===== config.mk =====
export PLATFORM = sky130hd
export DESIGN_NAME = replica_exchange_unit
export DESIGN_NICKNAME = d
export VERILOG_FILES = /design/src/rtl/replica_exchange_unit.sv
export SDC_FILE = /design/constraint.sdc
export NUM_CORES = 2
export LEC_CHECK = 0
export BUFFER_PORTS_ARGS = -buffer_cell sky130_fd_sc_hd__buf_2
export CORE_ASPECT_RATIO = 1.25
export CORE_MARGIN = 5
export CORE_UTILIZATION = 60
export CTS_CLUSTER_SIZE = 12
export DETAILED_ROUTE_END_ITERATION = 10
export PLACE_DENSITY = 0.85
export SYNTH_ARGS = -nofsm -noshare
export SYNTH_HDL_FRONTEND = slang
export SYNTH_SLANG_ARGS = --single-unit

===== constraint.sdc =====
create_clock -name clk -period 8 [get_ports clk]
set_input_delay 1.6 -clock clk [delete_from_list [all_inputs] [get_ports clk]]
set_output_delay 1.6 -clock clk [all_outputs]
set_load 0.02 [all_outputs]

===== src/rtl/replica_exchange_unit.sv =====
// Replica exchange decision unit: parity pairing plus a pipelined Metropolis test.
// Define REPLICA_EXCHANGE_STAT_EN to build the saturating trial/accept counters.
module replica_exchange_unit #(
  parameter int ID          = 0,
  parameter int REPLICA_NUM = 32,
  parameter int EW          = 32,
  parameter int BW          = 16,
  parameter int PARITY_AUTO = 0
) (
  input  logic              clk,
  input  logic              reset,
  input  logic              start,
  input  logic              parity_in,
  input  logic [EW-1:0]     e_self,
  input  logic [EW-1:0]     e_folw,
  input  logic [BW-1:0]     b_self,
  input  logic [BW-1:0]     b_folw,
  input  logic [EW+BW-1:0]  ln_r,
  input  logic              shift_d,
  input  logic              prev_valid,
  input  logic              prev_accept,
  output logic              out_valid,
  output logic              out_accept,
  output logic [1:0]        exchange_ex,
  output logic [1:0]        exchange_mtr,
  output logic              busy,
  output logic              done,
  output logic              start_err,
  output logic [31:0]       accept_cnt,
  output logic [31:0]       trial_cnt
);

  localparam logic [1:0] CMD_NOP  = 2'd0;
  localparam logic [1:0] CMD_SELF = 2'd1;
  localparam logic [1:0] CMD_PREV = 2'd2;
  localparam logic [1:0] CMD_FOLW = 2'd3;

  localparam logic [2:0] ST_IDLE = 3'd0;
  localparam logic [2:0] ST_S1   = 3'd1;
  localparam logic [2:0] ST_S2   = 3'd2;
  localparam logic [2:0] ST_S3   = 3'd3;
  localparam logic [2:0] ST_WAIT = 3'd4;
  localparam logic [2:0] ST_DONE = 3'd5;

  localparam logic ID_ODD   = (ID % 2) == 1;
  localparam logic CAN_LEAD = (ID + 1) < REPLICA_NUM;
  localparam logic CAN_FOLW = ID > 0;
  localparam int   PW       = EW + BW + 2;
  localparam int   SW       = PW + 1;

  logic [2:0]           r_state;
  logic                 r_parity;
  logic signed [EW:0]   r_de;
  logic signed [BW:0]   r_db;
  logic signed [PW-1:0] r_prod;
  logic [EW+BW-1:0]     r_ln;
  logic [1:0]           r_cmd;
  logic                 r_accept;
  logic                 r_start_err;

  logic                 w_p;
  logic                 w_leader;
  logic                 w_follower;
  logic                 w_prev_done;
  logic                 w_done;
  logic                 w_start_acc;
  logic [SW-1:0]        w_sum;
  logic                 w_acc;
  logic [1:0]           w_cmd;

  assign w_p         = (PARITY_AUTO != 0) ? r_parity : parity_in;
  assign w_leader    = (ID_ODD == w_p) && CAN_LEAD;
  assign w_follower  = (ID_ODD != w_p) && CAN_FOLW;
  assign w_prev_done = (r_state == ST_WAIT) && prev_valid;
  assign w_done      = (r_state == ST_S3) || (r_state == ST_DONE) || w_prev_done;
  // A start coinciding with the done cycle chains straight into the next round.
  assign w_start_acc = start && ((r_state == ST_IDLE) || w_done);

  // One guard bit above the product keeps the ln_r addition from wrapping.
  assign w_sum = {r_prod[PW-1], r_prod} + {{(SW-EW-BW){r_ln[EW+BW-1]}}, r_ln};
  assign w_acc = ~w_sum[SW-1];

  // The follower decision is visible in the same cycle the leader strobe arrives.
  assign w_cmd = w_prev_done ? (prev_accept ? CMD_PREV : CMD_SELF) : r_cmd;

  always_ff @(posedge clk or posedge reset) begin
    if (reset) begin
      r_state     <= ST_IDLE;
      r_parity    <= 1'b0;
      r_de        <= '0;
      r_db        <= '0;
      r_prod      <= '0;
      r_ln        <= '0;
      r_cmd       <= CMD_NOP;
      r_accept    <= 1'b0;
      r_start_err <= 1'b0;
    end else begin
      if (start && !w_start_acc) r_start_err <= 1'b1;
      if (w_start_acc) begin
        r_accept <= 1'b0;
        r_de     <= {e_self[EW-1], e_self} - {e_folw[EW-1], e_folw};
        r_db     <= {b_self[BW-1], b_self} - {b_folw[BW-1], b_folw};
        r_ln     <= ln_r;
        if (PARITY_AUTO != 0) r_parity <= ~r_parity;
        if (w_leader) begin
          r_state <= ST_S1;
          r_cmd   <= CMD_NOP;
        end else if (w_follower) begin
          r_state <= ST_WAIT;
          r_cmd   <= CMD_NOP;
        end else begin
          r_state <= ST_DONE;
          r_cmd   <= CMD_SELF;
        end
      end else begin
        case (r_state)
          ST_S1: begin
            r_prod  <= PW'(r_de) * PW'(r_db);
            r_state <= ST_S2;
          end
          ST_S2: begin
            r_accept <= w_acc;
            r_cmd    <= w_acc ? CMD_FOLW : CMD_SELF;
            r_state  <= ST_S3;
          end
          ST_WAIT: begin
            if (prev_valid) begin
              r_cmd   <= w_cmd;
              r_state <= ST_IDLE;
            end
          end
          default: r_state <= ST_IDLE;
        endcase
      end
    end
  end

`ifdef REPLICA_EXCHANGE_STAT_EN
  logic [31:0] r_trial_cnt;
  logic [31:0] r_accept_cnt;

  always_ff @(posedge clk or posedge reset) begin
    if (reset) begin
      r_trial_cnt  <= '0;
      r_accept_cnt <= '0;
    end else if (r_state == ST_S2) begin
      if (r_trial_cnt != 32'hFFFF_FFFF) r_trial_cnt <= r_trial_cnt + 32'd1;
      if (w_acc && (r_accept_cnt != 32'hFFFF_FFFF)) r_accept_cnt <= r_accept_cnt + 32'd1;
    end
  end

  assign trial_cnt  = r_trial_cnt;
  assign accept_cnt = r_accept_cnt;
`else
  assign trial_cnt  = 32'd0;
  assign accept_cnt = 32'd0;
`endif

  assign exchange_mtr = w_cmd;
  assign exchange_ex  = shift_d ? CMD_PREV : w_cmd;
  assign out_valid    = (r_state == ST_S3);
  assign out_accept   = r_accept;
  assign busy         = (r_state != ST_IDLE);
  assign done         = w_done;
  assign start_err    = r_start_err;

endmodule


---- After elaboration in Yosys (flattened, before gate mapping) ----
Cells that the tools add are included.
operators by class
  bitwise gates (word level) .............. 2
  reductions and logical operators ........ 13
  multipliers ............................. 1
  equality and inequality tests ........... 6
  add/sub/neg operators ................... 3
  muxes and demuxes ....................... 14
operators with widths
  operator                                              number
  adder 50 x 48 -> 51 bit                               1
  multiplier 33 x 17 -> 50 bit                          1
  subtractor 32 x 32 -> 33 bit                          1
  subtractor 16 x 16 -> 17 bit                          1
  2-to-1 mux 2 bit                                      6
  2-to-1 mux 3 bit                                      3
  one-hot mux 3 bit (3 select lines)                    1
  equality test 3 x 2 -> 1 bit (second input constant)  2
  equality test 3 bit (second input constant)           2
  nonzero test 3 bit                                    2
  one-hot mux 2 bit (2 select lines)                    1
  AND reduction 2 bit                                   2
  equality test 3 x 1 -> 1 bit (second input constant)  1
  logical AND 1 bit                                     3
  zero test 3 bit                                       1
  logical OR 1 bit                                      3
  2-to-1 mux 1 bit                                      3
  != test 3 bit (second input constant)                 1
  NOT 1 bit                                             2
  nonzero test 2 bit                                    1
  zero test 1 bit                                       1
word-level totals
  flip-flop bits (word level) ............. 155
  input port bits ......................... 151
  word-level logic and storage cells ...... 47

---- Depth between registers and ports, before layout ----
  depth after elaboration ................. 7
  depth in mapped cells ................... 25
  depth with buffers taken out ............ 23

---- Worst setup path before layout ----
No wires, ideal clock.
  kind .................................... flip-flop to flip-flop
  start ................................... register r_de[26]
  end ..................................... register r_prod[48]
  setup time .............................. 90 ps
  arrival ................................. 6329 ps
  path buffers ............................ 2
  cell stages (with the launch flop) ...... 23
  slack ................................... 1581 ps
  period minus slack after synthesis ...... 6419 ps
  data required time ...................... 7910 ps
  cell sequence ........................... dfrtp_1 -> clkbuf_1 -> clkbuf_1 -> nand2_1 -> fa_1 -> fa_1 -> fa_1 -> inv_1 -> fa_1 -> fa_1 -> inv_1 -> fa_1 -> inv_1 -> ha_1 -> and3_4 -> nand4_4 -> or4_4 -> nor3_2 -> a21oi_1 -> a221oi_2 -> a221oi_2 -> or4b_1 -> o2111ai_1
on the way
  longest elaborated chain between the ends .. 1
RTL lines
  what                          line  source
  start: declaration            53    logic signed [EW:0] r_de;
  start signal: assignment      101   r_de <= {e_self[EW-1], e_self} - {e_folw[EW-1], e_folw};
  multiplier 33 x 17 -> 50 bit  118   r_prod <= PW'(r_de) * PW'(r_db);
  end signal: assignment        118
  end: declaration              55    logic signed [PW-1:0] r_prod;
No other way between the ends.
A chain may end at the register's enable or synchronous reset.

---- Final worst setup path ----
  start ................................... register r_db[3]
  end ..................................... register r_prod[40]
on the way
  longest elaborated chain between the ends .. 1
RTL lines
  what                          line  source
  start: declaration            54    logic signed [BW:0] r_db;
  start signal: assignment      102   r_db <= {b_self[BW-1], b_self} - {b_folw[BW-1], b_folw};
  multiplier 33 x 17 -> 50 bit  118
No other way between the ends.

==> flow_summary.json <==
{
  "reg2regPathDepth": 20,
  "synthAdderAreaFrac": 0.463,
  "synth-simple-area-share": 0.173,
  "detail_route.wl_per_cell_um": 17.8,
  "worstPathArrival_ns": 7.75,
  "synth_edf_count": 0,
  "critical-path-slowest-cell": "dfrtp_1",
  "synth_area_leaders": "fa_1, dfrtp_1, ha_1",
  "post-cts-setup-buffers": 0,
  "drc": 0,
  "synthArstFlopShare": 1.00,
  "synth_seq_cells": 155,
  "finClkSkew_ns": 0.0210,
  "cts_root_buffer": "clkbuf_16",
  "core-area_mm2": 0.0481,
  "final_common_cell": "inv_1",
  "netlist_area_mm2": 0.0291,
  "num_rows": 90,
  "grt_antenna_before_repair": 0,
  "post_cts_resized": 0,
  "grt_pass1_vias": 25000,
  "status": "finished, final reports clean",
  "max_stage_delay_ns": 1.17,
  "yosys_warnings": 0,
  "design_area_mm2": 0.0307,
  "cts_tree": "yes",
  "worstPathRequired_ns": 8.32,
  "timing.rr.start": "r_db[3]",
  "dpl.hpwl_um": 55900,
  "reg2reg_to": "r_prod[40]",
  "worst_slew_pin_slew_ns": 1.23,
  "die-width_um": 207,
  "synth_top_area_cell": "fa_1",
  "numPlacedInstances": 3982,
  "synth_mux_area_frac": 0.00297,
  "drv_cap": 0,
  "finalCritPeriodShare": 0.928,
  "clkTransAtPathRegs_ns": 0.08,
  "yosysSeqAreaShare": 0.133,
  "first_pass_iters": 5,
  "viasPerCell": 5.63,
  "gp_congestion": 0.912,
  "fin_crit_ns": 7.43,
  "setup_viol": 0,
  "overflow": 0,
  "grt_usage": 0.284,
  "fmax_mhz": 135,
  "port_buffers": 159,
  "endpoint_kind": "register",
  "insertedDiodeCount": 0,
  "cts_buffer_depth": 2,
  "timing.slew.headroom": 0.178,
  "htreeDepth": 4,
  "hold_start": "r_prod[0]",
  "initial_utilization": 0.604,
  "synth-compound-area-share": 0.0832,
  "final_cell_mix": "inv_1, nand2_1, fa_1",
  "synth_xor_area_frac": 0.0256,
  "hold_end": "r_prod[0]",
  "ys_types": 81,
  "maxSlewViolCount": 0,
  "fin_tns_setup_ns": 0,
  "synth_top_family_by_area": "adder cells",
  "postSynthAreaPerCell_um2": 8.83,
  "io_pins": 224,
  "crit_type": "register to register",
  "drt_iter0_drc": 1325,
  "die_area_mm2": 0.0530,
  "clk_latency_ns": 0.48,
  "dr_total_vias": 22600,
  "cp_max_fo": 27,
  "synth_top_area_share": 0.371,
  "hold_class": "register to register",
  "hold_viol": 0,
  "final_nets": 4260,
  "grt_start_max_net_pins": 101,
  "cp_common_cell": "fa_1",
  "drive_above_1_share": 0.0742,
  "synthToLayoutAreaGrowth_pct": 5.54,
  "stdcell_count": 4014,
  "synthCells": 3289,
  "hold_depth": 2,
  "wirelength_um": 71500,
  "ant_nets": 0,
  "rsz0062_at_grt": "no",
  "cts_sinks": 155,
  "die_h_um": 256,
  "hold_buffers": 0,
  "reg2reg_slack_ns": 0.57,
  "grt_pass1_wl_um": 120000,
  "placed_area_mm2": 0.0301,
  "finalCoreUtilization": 0.638,
  "synth_flop_cell": "dfrtp_1",
  "numCtsBuffers": 17,
  "crit_path_start_kind": "register",
  "crit_chain": "nand2_1 -> fa_1 -> fa_1 -> fa_1 -> inv_1 -> fa_1 -> fa_1 -> inv_1 -> fa_1 -> inv_1 -> ha_1 -> and3_4 -> nand4_4 -> or4_4 -> a2111oi_2 -> o22ai_1 -> o21ai_1 -> a31oi_1 -> xor2_1 -> o21ai_0"
}
## cells by family after synthesis
| kind of cell | count (synthesis) |
|---|---|
| AND/OR/NAND/NOR | 1061 |
| buffers and inverters | 840 |
| adder cells (fa/ha/maj) | 752 |
| AO/OA/AOI/OAI | 387 |
| flip-flops | 155 |
| XOR/XNOR | 85 |
| multiplexers | 8 |
| other | 1 |
## worst max path at each step
stage	end	slack, ns	startpoint
floorplan	r_prod[48]	1.58	r_de[26]
global placement	r_prod[48]	0.84	r_db[3]
detailed placement	r_prod[48]	0.69	r_db[3]
CTS	r_prod[48]	0.68	r_db[3]
global route	r_prod[48]	0.23	r_db[5]
finish	r_prod[40]	0.57	r_db[3]
## layer usage
| layer | up-vias | part of all wire | global-route usage |
|---|---|---|---|
| met5 | - | 0 | 0 |
| met1 | 11100 | 0.33 | 0.302 |
| met3 | 418 | 0.064 | 0.0461 |
| met4 | 0 | 0.090 | 0.209 |
| li1 | 10100 | - | - |
| met2 | 1007 | 0.52 | 0.500 |
## sequential cells by signal, indices dropped and copies added, names as in the netlist
| register | flops |
|---|---|
| r_state | 3 |
| r_ln | 48 |
| out_accept | 1 |
| r_prod | 50 |
| r_de | 33 |
| r_db | 17 |
| start_err | 1 |
| r_cmd | 2 |
## worst max-delay path, delay by kind of cell, from the launching register on
family / cells / cell delay (ns)
xor+xnor: 1 / 0.16
flops: 1 / 1.17
buf+inv: 3 / 0.17
simple gates: 4 / 1.04
fa+ha+maj: 7 / 3.45
compound gates: 5 / 1.28
## cell type report
type | instances | area [um2]
Multi-Input combinational cell | 2357 | 22000
Fill cell | 3900 | 17400
Sequential cell | 155 | 3880
Inverter | 639 | 2400
Timing Repair Buffer | 187 | 1010
Tap cell | 644 | 806
Clock buffer | 21 | 460
Clock inverter | 11 | 131
## Yosys cell counts, drive strengths merged (4+ instances only)
master,n
o31a,4
and4,5
nor2b,15
a21oi,94
nor3b,5
nand4,25
o211ai,12
a211oi,15
nand3,19
a2111oi,4
or3,7
a21o,52
and3,13
ha,214
a221oi,5
xnor2,51
inv,639
and2,251
a31oi,6
nand2b,16
dfrtp,155
nor3,18
nor2,93
nor4,6
buf,74
fa,538
mux2,5
xor2,34
o21bai,12
or4,5
clkbuf,124
o31ai,10
o21ai,131
o21a,10
a21boi,5
nand2,569
or2,4
## per-stage QoR
step                      hold slack, ns  setup WS [ns]
after global placement             0.436          0.844
final                              0.472          0.572
after detailed placement           0.457          0.695
after global routing               0.500          0.230
after floorplan                    0.439           1.58
after CTS                          0.473          0.677
Power is left out: the tool's default activity adds up to more than one toggle a clock period on the data nets, which glitch-free logic cannot reach.
